## src/rtl/adder45_arbiter.sv

```systemverilog
// ---------------------------------------------------------------------------
// adder45_arbiter
//
// Shares one 45-bit unsigned ripple-carry adder between NUM_REQ requesters.
// One request is granted at a time. Its operands are registered so that the
// ripple chain gets a full cycle, and the 46-bit sum is returned with the
// owner's index over a valid/ready response port. Only one addition is in
// flight at any time: IDLE (grant) -> EXEC (add) -> RESP (hand off).
//
// Build option:
//   ADD45_ARB_RR_EN  defined   : round-robin grant starting at a rotating
//                                pointer that moves past the last winner.
//                    undefined : fixed priority; lowest valid index wins and
//                                no pointer register exists.
//
// Ports:
//   i_clk          clock, rising edge
//   i_rst_n        asynchronous active-low reset
//   i_req_valid    [NUM_REQ]     per-requester request valid
//   o_req_ready    [NUM_REQ]     per-requester accept, one-hot or zero
//   i_req_a        [NUM_REQ*45]  packed A operands, requester i at [45*i +: 45]
//   i_req_b        [NUM_REQ*10]  packed B operands, requester i at [10*i +: 10]
//   o_rsp_valid    result valid
//   i_rsp_ready    downstream accepts result
//   o_rsp_id       [ID_W]  index of the requester owning the result
//   o_rsp_sum      [46]    A + zero-extended B
// ---------------------------------------------------------------------------

// Plain 45-bit ripple-carry adder; the carry out becomes the 46th sum bit.
module unsignedRippleCarryAdder45bit (
  input  logic [44:0] i_a,
  input  logic [44:0] i_b,
  output logic [45:0] o_sum
);

  logic [45:0] w_carry;

  assign w_carry[0] = 1'b0;

  genvar gi;
  generate
    for (gi = 0; gi < 45; gi++) begin : g_fullAdder
      assign o_sum[gi]       = i_a[gi] ^ i_b[gi] ^ w_carry[gi];
      assign w_carry[gi + 1] = (i_a[gi] & i_b[gi]) | (w_carry[gi] & (i_a[gi] ^ i_b[gi]));
    end
  endgenerate

  assign o_sum[45] = w_carry[45];

endmodule

module adder45_arbiter #(
  parameter int NUM_REQ = 4,
  parameter int ID_W    = 2
) (
  input  logic                  i_clk,
  input  logic                  i_rst_n,
  input  logic [NUM_REQ-1:0]    i_req_valid,
  output logic [NUM_REQ-1:0]    o_req_ready,
  input  logic [NUM_REQ*45-1:0] i_req_a,
  input  logic [NUM_REQ*10-1:0] i_req_b,
  output logic                  o_rsp_valid,
  input  logic                  i_rsp_ready,
  output logic [ID_W-1:0]       o_rsp_id,
  output logic [45:0]           o_rsp_sum
);

  typedef enum logic [1:0] {
    IDLE = 2'd0,
    EXEC = 2'd1,
    RESP = 2'd2
  } state_t;

  state_t          r_state;
  logic [44:0]     r_opA;
  logic [9:0]      r_opB;
  logic [ID_W-1:0] r_opId;
  logic [ID_W-1:0] r_rspId;
  logic [45:0]     r_rspSum;
  logic            r_rspValid;

`ifdef ADD45_ARB_RR_EN
  logic [ID_W-1:0] r_rrPtr;
`endif

  logic [ID_W-1:0] w_grant;
  logic            w_grantValid;
  logic [45:0]     w_sum;

  // Grant search. The loop runs from the farthest candidate back to the
  // nearest one so that the last hit, which is the one kept, is the first
  // valid requester at or after the search start.
  always_comb begin
    int idx;
    idx          = 0;
    w_grant      = '0;
    w_grantValid = 1'b0;
    for (int k = NUM_REQ - 1; k >= 0; k--) begin
`ifdef ADD45_ARB_RR_EN
      idx = int'(r_rrPtr) + k;
      if (idx >= NUM_REQ) begin
        idx = idx - NUM_REQ;
      end
`else
      idx = k;
`endif
      if (i_req_valid[idx]) begin
        w_grant      = ID_W'(idx);
        w_grantValid = 1'b1;
      end
    end
  end

  // Accept is offered only in IDLE. Gating with the reset input keeps the
  // accept low while reset is held even if requesters are already valid.
  always_comb begin
    o_req_ready = '0;
    if ((r_state == IDLE) && w_grantValid && i_rst_n) begin
      o_req_ready[w_grant] = 1'b1;
    end
  end

  // The adder only ever sees registered operands, so its whole ripple path
  // has the EXEC cycle to settle.
  unsignedRippleCarryAdder45bit u_adder (
    .i_a   (r_opA),
    .i_b   ({35'b0, r_opB}),
    .o_sum (w_sum)
  );

  // Sequencer: latch the winner's operands, capture the sum one cycle later,
  // then hold the result until the downstream takes it. Reset discards any
  // transaction in flight.
  always_ff @(posedge i_clk or negedge i_rst_n) begin
    if (!i_rst_n) begin
      r_state    <= IDLE;
      r_opA      <= '0;
      r_opB      <= '0;
      r_opId     <= '0;
      r_rspId    <= '0;
      r_rspSum   <= '0;
      r_rspValid <= 1'b0;
`ifdef ADD45_ARB_RR_EN
      r_rrPtr    <= '0;
`endif
    end else begin
      case (r_state)
        IDLE: begin
          if (w_grantValid) begin
            r_opA   <= i_req_a[45*int'(w_grant) +: 45];
            r_opB   <= i_req_b[10*int'(w_grant) +: 10];
            r_opId  <= w_grant;
`ifdef ADD45_ARB_RR_EN
            r_rrPtr <= (w_grant == ID_W'(NUM_REQ - 1)) ? '0 : (w_grant + ID_W'(1));
`endif
            r_state <= EXEC;
          end
        end
        EXEC: begin
          r_rspSum   <= w_sum;
          r_rspId    <= r_opId;
          r_rspValid <= 1'b1;
          r_state    <= RESP;
        end
        RESP: begin
          if (i_rsp_ready) begin
            r_rspValid <= 1'b0;
            r_state    <= IDLE;
          end
        end
        default: begin
          r_rspValid <= 1'b0;
          r_state    <= IDLE;
        end
      endcase
    end
  end

  assign o_rsp_valid = r_rspValid;
  assign o_rsp_id    = r_rspId;
  assign o_rsp_sum   = r_rspSum;

endmodule

```

## config.mk

```make
export PLATFORM = sky130hd
export DESIGN_NAME = adder45_arbiter
export DESIGN_NICKNAME = d
export VERILOG_FILES = /design/src/rtl/adder45_arbiter.sv
export SDC_FILE = /design/constraint.sdc
export NUM_CORES = 1
export LEC_CHECK = 0
export ABC_AREA = 1
export CORE_ASPECT_RATIO = 0.75
export CORE_MARGIN = 2
export CORE_UTILIZATION = 41
export CTS_BUF_LIST = sky130_fd_sc_hd__clkbuf_8
export DETAILED_ROUTE_END_ITERATION = 8
export GPL_ROUTABILITY_DRIVEN = 1
export PLACE_DENSITY = 0.79
export REMOVE_ABC_BUFFERS = 1
export SETUP_SLACK_MARGIN = 0.2
export SLEW_MARGIN = 20
export SYNTH_ARGS = -nofsm -noshare
export SYNTH_HDL_FRONTEND = slang
export SYNTH_SLANG_ARGS = --single-unit
```

## constraint.sdc

```tcl
create_clock -name i_clk -period 9.8 [get_ports i_clk]
set_clock_uncertainty 0.15 [all_clocks]
set_input_delay 1.96 -clock i_clk [delete_from_list [all_inputs] [get_ports i_clk]]
set_output_delay 1.96 -clock i_clk [all_outputs]
set_load 0.1 [all_outputs]
```

After elaboration in Yosys (flattened, before gate mapping)
Cells that the tools add are included.
{ "totals": {"register_bits": 108, "in_bits": 227, "out_inout_bits": 53} }
{ "classes": {"eq_ne": 4, "mul": 2, "mux": 16, "order_cmp": 2, "bitwise_logic": 118, "n_reduce_logical": 7, "shift": 2} }
{ "op_table": {"columns": ["operator", "n"], "rows": [
  ["$shiftx 180x9->45", 1],
  ["$and 1x1->1", 54],
  ["$xor 1x1->1", 54],
  ["$shiftx 40x7->10", 1],
  ["$mux 2", 6],
  ["$or 1x1->1", 9],
  ["$mul 6x2->8 const A", 1],
  ["$mux 1", 6],
  ["$pmux 2 s3", 1],
  ["$reduce_and 2->1", 3],
  ["$mul 3x2->5 const A", 1],
  ["$mux 4", 1],
  ["$ne 2x2->1 const B", 2],
  ["$logic_and 1x1->1", 3],
  ["$lt 2x3->1 const B", 1],
  ["$pmux 1 s3", 1],
  ["$demux 1 s2", 1],
  ["$eq 2x1->1 const B", 1],
  ["$eq 2x2->1 const B", 1],
  ["$ge 2x1->1 const B", 1],
  ["$logic_not 2->1", 1],
  ["$not 1->1", 1]
]} }

Logic depth before layout (Yosys ltp)
Gate-level depths: netlist of the first run.
{ "depth": {"word_depth": 54, "ltp_mapped": 48} }

By module
Synthesis of the first run repeated with hierarchy kept, for this count alone.
{ "unflattened": {"cells_unflattened": 923, "area_unflattened_um2": 7323.3} }
{ "by_module_without_submodules": {"columns": ["mod", "area_each_um2", "cells_per_inst", "n_inst", "seq_area_each_um2"], "rows": [
  ["adder45_arbiter", 6392.4, 868, 1, 2702.6],
  ["unsignedRippleCarryAdder45bit", 930.9, 55, 1, 0.0]
]} }

Least setup slack after synthesis of the first run
Ideal clock, no wire load.
{ "synth_timing": {"path_type": "reg2reg", "start": "reg r_opA[0]", "end": "reg r_rspSum[44] (netlist: o_rsp_sum[44])", "period_less_slack_ns": 10.410, "n_path_buf": 0, "required_ns": 9.524, "stages_incl_launch_ff": 49, "setup_ns": 0.126, "slack_ns": -0.610, "arrival_time_ns": 10.134, "cell_sequence": "dfrtp_1 ha_1 fa_1 fa_1 fa_1 fa_1 fa_1 fa_1 fa_1 fa_1 inv_1 fa_1 inv_1 ha_1 ha_1 ha_1 ha_1 ha_1 [... 13 more ...] ha_1 ha_1 ha_1 ha_1 ha_1 ha_1 ha_1 ha_1 ha_1 ha_1 ha_1 ha_1 ha_1 ha_1 ha_1 ha_1 ha_1 mux2_2"} }
{ "synth_between": {"elab_chain_len": 54} }
{ "synth_lines": {"columns": ["item", "line", "source"], "rows": [
  ["start: declaration", "75", "logic [44:0] r_opA;"],
  ["start signal: assignment", "150", "r_opA <= i_req_a[45*int'(w_grant) +: 45];"],
  ["$and 1x1->1 (2 in series)", "44", "assign w_carry[gi + 1] = (i_a[gi] & i_b[gi]) | (w_carry[gi] & (i_a[gi] ^ i_b[gi]));"],
  ["$or 1x1->1", "44", null],
  ["$and 1x1->1", "44", null],
  ["$or 1x1->1", "44", null],
  ["$and 1x1->1", "44", null],
  ["$or 1x1->1", "44", null],
  ["$and 1x1->1", "44", null],
  ["$or 1x1->1", "44", null],
  ["[... 5 more ...]", null, null],
  ["$or 1x1->1", "44", null],
  ["$and 1x1->1", "44", null],
  ["$or 1x1->1", "44", null],
  ["$and 1x1->1", "44", null],
  ["$or 1x1->1", "44", null],
  ["$and 1x1->1 (34 in series)", "44", null],
  ["$xor 1x1->1", "43", "assign o_sum[gi] = i_a[gi] ^ i_b[gi] ^ w_carry[gi];"],
  ["net u_adder.o_sum[44]", "33", "output logic [45:0] o_sum"],
  ["end signal: assignment", "160", "r_rspSum <= w_sum;"],
  ["end: declaration", "79", "logic [45:0] r_rspSum;"]
]} }
The timed path passes the listed nets, and every way through them passes these cells.
A chain may end at the register's enable or synchronous reset.

Worst setup path after layout of the first run
Same ends and word-level chain as after synthesis.

==> results.cfg, run 1 <==
[place]
dp.cells = 1353
portBuffers = 279
place_hpwl_mm = 15.7
gp_congestion = 0.798
place_ws_ns = -1.39

[global_routing]
antenna_found_initial = 0
grt_pass1_vias = 7066
grt.overflow.total = 0
grt_max_degree = 75
track_usage = 0.250
grt_pass1_wl_mm = 36.2

[synth]
ys_seq_area_frac = 0.384
synth_seq_cells = 108
yosysUniqueCellTypes = 19
netlist_area_mm2 = 0.00703
syn_inst = 917
yosys.area.top_type_share = 0.384
synthTopCellsByArea = dfrtp_1, nand3_1, mux2_2, inv_1, ha_1
syn-mean-instance-area_um2 = 7.67
synth_area_leader_cell = dfrtp_1
yosys_warnings = 0

[timing]
grt_setup_unrepaired = yes
period_share = 0.990
final_hold_viol_count = 0
slew_viol_final = 0
fmax_mhz = 103
worst_pin_slew_ns = 1.06
timing.final.ws_setup_ns = 0.0960
final.min_clock_period_ns = 9.70
max_slew_margin = 0.291
setup-violations-final = 0

[critical_path]
regToRegSetupSlack_ns = 0.1
critPathRequiredTime_ns = 9.93
crit_top_cell = ha_4
slowest_delay_ns = 0.39
crit_slowest_cell = dfrtp_1
cp.arrival_ns = 9.84
path_class = register to register
crit_path_end_kind = register
cp-start-kind = register
cp_max_fo = 2

[run]
maxCapViolations = 0

[cts]
cts-buffers-inserted = 9
clkTransAtPathRegs_ns = 0.10
cts_num_sinks = 108
cts_tree = built
cts-root-buf = clkbuf_8
clockBufferDepth = 2
clk_latency_ns = 0.39
h-tree-depth = 3

[final_layout]
final_common_cell = clkdlybuf4s50_1
drive_above_1_share = 0.114
final_cell_mix = clkdlybuf4s50_1, nand3_1, inv_1
final_cells = 1370
area_growth_pct = 50.1
nNetsFinal = 1422
insertedDiodeCount = 0

[die]
dieArea_mm2 = 0.0182
start_util = 0.418
std_cell_rows = 41
fp.dieH_um = 117
io_pins = 280
core_mm2 = 0.0168
die_width_um = 155

[power]
power_leakage_nw = 4.82
power.total_mw = 3.01
power_density_mw_per_mm2 = 285
max-vdd-ir-drop_mv = 0.181

[routing]
routedWlPerCell_um = 16.6
drtPass1Iterations = 6
vias = 7118
drc_errors = 0
routed_via_density = 5.20
finalWirelength_mm = 22.8
ant_nets = 0
drt_iter0_drc = 351

[worst_hold_path]
hold_path_class = register to register

[run_status]
status = finished clean
[synthesized netlist by cell type]
| library cell | count |
|---|---|
| nand3_1 | 277 |
| inv_1 | 123 |
| nor2_1 | 112 |
| dfrtp_1 | 108 |
| nand2_1 | 67 |
| a21oi_1 | 55 |
| mux2_2 | 46 |
| ha_1 | 36 |
| buf_2 | 32 |
| clkbuf_1 | 23 |
| buf_1 | 11 |
| fa_1 | 9 |
| o21ai_0 | 6 |
| buf_4 | 3 |
| nor3_1 | 3 |
| inv_2 | 2 |
| o21ai_1 | 2 |
| nand4_1 | 1 |
| nor2_2 | 1 |
[final timing paths]
check / startpoint / to / cells after the start
max: r_opA[0]$_DFFE_PN0P_ / o_rsp_sum[44]$_DFFE_PN0P_ / 48
max in group asynchronous: i_rst_n / r_opA[19]$_DFFE_PN0P_ / 2
min in group asynchronous: i_rst_n / r_opA[40]$_DFFE_PN0P_ / 1
max reg2reg: r_opA[0]$_DFFE_PN0P_ / o_rsp_sum[44]$_DFFE_PN0P_ / 48
min reg2reg: r_opId[1]$_DFFE_PN0P_ / r_opId[1]$_DFFE_PN0P_ / 2
min: r_opId[1]$_DFFE_PN0P_ / r_opId[1]$_DFFE_PN0P_ / 2
[per-stage QoR]
| step | TNS (ns) | hold WS [ns] | util | cell area [um2] |
|---|---|---|---|---|
| after floorplan | -6.30 | 0.305 | - | 6720 |
| after global placement | -5.09 | 0.320 | 0.588 | 9900 |
| after detailed placement | -7.01 | 0.325 | 0.588 | 9900 |
| after CTS | -0.234 | 0.351 | 0.627 | 10600 |
| after global routing | -0.210 | 0.374 | 0.627 | 10600 |
| final | 0 | 0.351 | 0.627 | 10600 |
[state kept, by name, indices dropped and copies added, names as in the netlist]
name	count
o_rsp_sum	46
r_opA	45
r_opB	10
o_rsp_id	2
r_opId	2
r_state	2
o_rsp_valid	1
[where the power goes]
part           switching, mW  total, mW  internal [mW]
sequential             0.183      0.854          0.671
clock                  0.155      0.254         0.0990
combinational           1.26       1.90          0.642
[layout make-up]
| type | count | area [um2] |
|---|---|---|
| Clock buffer | 10 | 138 |
| Multi-Input combinational cell | 615 | 4060 |
| Sequential cell | 108 | 2700 |
| Inverter | 125 | 470 |
| Timing Repair Buffer | 291 | 2880 |
| Fill cell | 1470 | 6270 |
| Clock inverter | 6 | 40.0 |
| Tap cell | 215 | 269 |
[worst max-delay path, delay by kind of cell, from the launching register on]
family | cells | cell delay [ns]
adder cells (fa/ha/maj) | 45 | 8.65
flip-flops | 1 | 0.39
buffers and inverters | 2 | 0.10
multiplexers | 1 | 0.26
[logic make-up after synthesis]
kind of cell             after synthesis  synth area share
buffers and inverters                194             0.111
flip-flops                           108             0.384
multiplexers                          46            0.0737
AND/OR/NAND/NOR                      461             0.297
AO/OA/AOI/OAI                         63            0.0448
adder cells (fa/ha/maj)               45            0.0897
[routing by layer]
metal	global-route usage	vias up	share of wire
met2	0.435	284	0.48
met5	0	-	0
met3	0.0658	16	0.088
met1	0.309	3354	0.42
met4	0.0619	0	0.010
li1	-	3464	-
[timing repair]
item                                    CTS  global route
pin swaps                                14            14
hold buffers                              0             0
gates resized for setup                  82             0
setup buffers                             1             0
endpoints found under the setup margin   10             5
Note: power is estimated with default switching activity, not from simulation.
==> run 2: changes to the inputs <==
- ABC_CLOCK_PERIOD_IN_PS: unset -> 9800
- CELL_PAD_IN_SITES_DETAIL_PLACEMENT: unset -> 1
- CELL_PAD_IN_SITES_GLOBAL_PLACEMENT: unset -> 1
- CORE_UTILIZATION: 41 -> 29
- PLACE_DENSITY: 0.79 -> unset
- PLACE_DENSITY_LB_ADDON: unset -> 0.1
==> results.cfg, run 2 (synthesis gave the netlist of run 1 again) <==
[run_status]
status = finished clean

[timing]
grt_setup_unrepaired = yes
slew_viol_final = 0
setup-violations-final = 0
final.min_clock_period_ns = 9.69
period_share = 0.989
final_hold_viol_count = 0
worst_pin_slew_ns = 1.07
fmax_mhz = 103
max_slew_margin = 0.283
timing.final.ws_setup_ns = 0.113

[routing]
ant_nets = 0
vias = 6974
drtPass1Iterations = 4
routedWlPerCell_um = 17.8
routed_via_density = 4.77
drc_errors = 0
drt_iter0_drc = 205
finalWirelength_mm = 26.0

[cts]
h-tree-depth = 3
clkTransAtPathRegs_ns = 0.10
clockBufferDepth = 2
cts_num_sinks = 108
cts-buffers-inserted = 9
cts-root-buf = clkbuf_8
cts_tree = built
clk_latency_ns = 0.38

[final_layout]
area_growth_pct = 51.9
nNetsFinal = 1424
largest_reg_flops = 46
final_cells = 1461
drive_above_1_share = 0.117
insertedDiodeCount = 0
fin_util = 0.447
final_cell_mix = nand3_1, clkdlybuf4s50_1, inv_1
design_area_mm2 = 0.0107

[die]
start_util = 0.294
io_pins = 280
core_mm2 = 0.0239
std_cell_rows = 49
die_width_um = 184
fp.dieH_um = 139
dieArea_mm2 = 0.0255

[power]
netSwitchingPower_mw = 1.60
internal_power_mw = 1.43
max-vdd-ir-drop_mv = 0.126
power_density_mw_per_mm2 = 284
swShare = 0.529
power_leakage_nw = 4.83
power.total_mw = 3.03
seq_power_share = 0.279
combPwrFrac = 0.634
p_clk_frac = 0.087

[place]
place_ws_ns = -1.30
place_hpwl_mm = 17.8
gp_congestion = 0.728
placed_area_mm2 = 0.0100
dp.cells = 1445
portBuffers = 279

[critical_path]
rr_startpoint = r_opA[0]$_DFFE_PN0P_
crit_path_end_kind = register
path_class = register to register
endpoint = o_rsp_sum[44]$_DFFE_PN0P_
worstSetupStartpoint = r_opA[0]$_DFFE_PN0P_
crit_slowest_cell = dfrtp_1
critPathRequiredTime_ns = 9.92
cp.arrival_ns = 9.81
rr_endpoint = o_rsp_sum[44]$_DFFE_PN0P_
cp-start-kind = register
crit_top_cell = ha_4
slowest_delay_ns = 0.39
cp_max_fo = 2
rr_worst_depth = 48
regToRegSetupSlack_ns = 0.11

[worst_hold_path]
hold_path_class = register to register

[run]
maxCapViolations = 0

[global_routing]
track_usage = 0.208
grt.overflow.total = 0
global_route.usage.met1 = 0.272
grt_max_degree = 112
busiest_layer = met2
grt_pass1_wl_mm = 41.4
use_met3 = 0.0609
antenna_found_initial = 0
grt_pass1_vias = 7495
use_met2 = 0.341
run 2: cell types whose count changed in the layout (fill, tap and decap cells not counted), sizes merged:
cell           before  now
inv               127  126
clkinvlp            2    3
clkbuf             10    9
buf                14   18
clkdlybuf4s50     277  275
bufinv              0    1
clkinv              2    0
run 2: per-stage QoR:
step / setup TNS (ns) / hold slack [ns]
final: 0 / 0.348
after global routing: -0.148 / 0.378
after CTS: -0.168 / 0.353
after detailed placement: -6.46 / 0.326
after global placement: -5.66 / 0.322
after floorplan: -6.30 / 0.305
run 2: layout make-up:
| type | instances | area [um2] |
|---|---|---|
| well taps | 306 | 383 |
| repair buffers | 293 | 2890 |
| flip-flops and latches | 108 | 2700 |
| multi-input cells | 615 | 4060 |
| inverters | 125 | 469 |
| clock buffers | 9 | 124 |
| fillers | 2830 | 13200 |
| clock inverters | 5 | 56.3 |
run 2: worst min-delay path by stage:
| stage | from | end | cells past startpoint |
|---|---|---|---|
| 2_1_floorplan | r_opId[1]$_DFFE_PN0P_ | r_opId[1]$_DFFE_PN0P_ | 2 |
| 3_3_place_gp | o_rsp_sum[9]$_DFFE_PN0P_ | o_rsp_sum[9]$_DFFE_PN0P_ | 2 |
| 3_5_place_dp | o_rsp_sum[9]$_DFFE_PN0P_ | o_rsp_sum[9]$_DFFE_PN0P_ | 2 |
| 4_1_cts | o_rsp_sum[9]$_DFFE_PN0P_ | o_rsp_sum[9]$_DFFE_PN0P_ | 2 |
| 5_1_grt | o_rsp_sum[31]$_DFFE_PN0P_ | o_rsp_sum[31]$_DFFE_PN0P_ | 1 |
| 6_report | o_rsp_sum[9]$_DFFE_PN0P_ | o_rsp_sum[9]$_DFFE_PN0P_ | 2 |
run 2: layer usage:
metal	vias up	part of all wire
met1	3278	0.45
met4	0	0.013
li1	3463	-
met3	19	0.083
met5	-	0
met2	214	0.45
run 2: power groups by stage:
stage	Clock (mW)	Sequential, mW	Combinational (mW)
2_1_floorplan	0	1.50	0.604
3_3_place_gp	0	0.805	1.85
3_5_place_dp	0	0.816	1.87
4_1_cts	0.282	0.843	1.95
5_1_grt	0.296	0.874	2.09
6_report	0.265	0.845	1.92
run 2: what timing repair did:
action                                  4_1_cts  5_1_grt
hold buffers                                  0        0
pin swaps                                    12       12
endpoints found under the setup margin       10        5
resized for setup                            82        0
setup buffers                                 1        1
run 2: worst max-delay path: cells and delay by family, from the launching register on:
kind / cells / cell delay, ns
mux: 1 / 0.26
fa+ha+maj: 45 / 8.69
flops: 1 / 0.39
buf+inv: 2 / 0.11
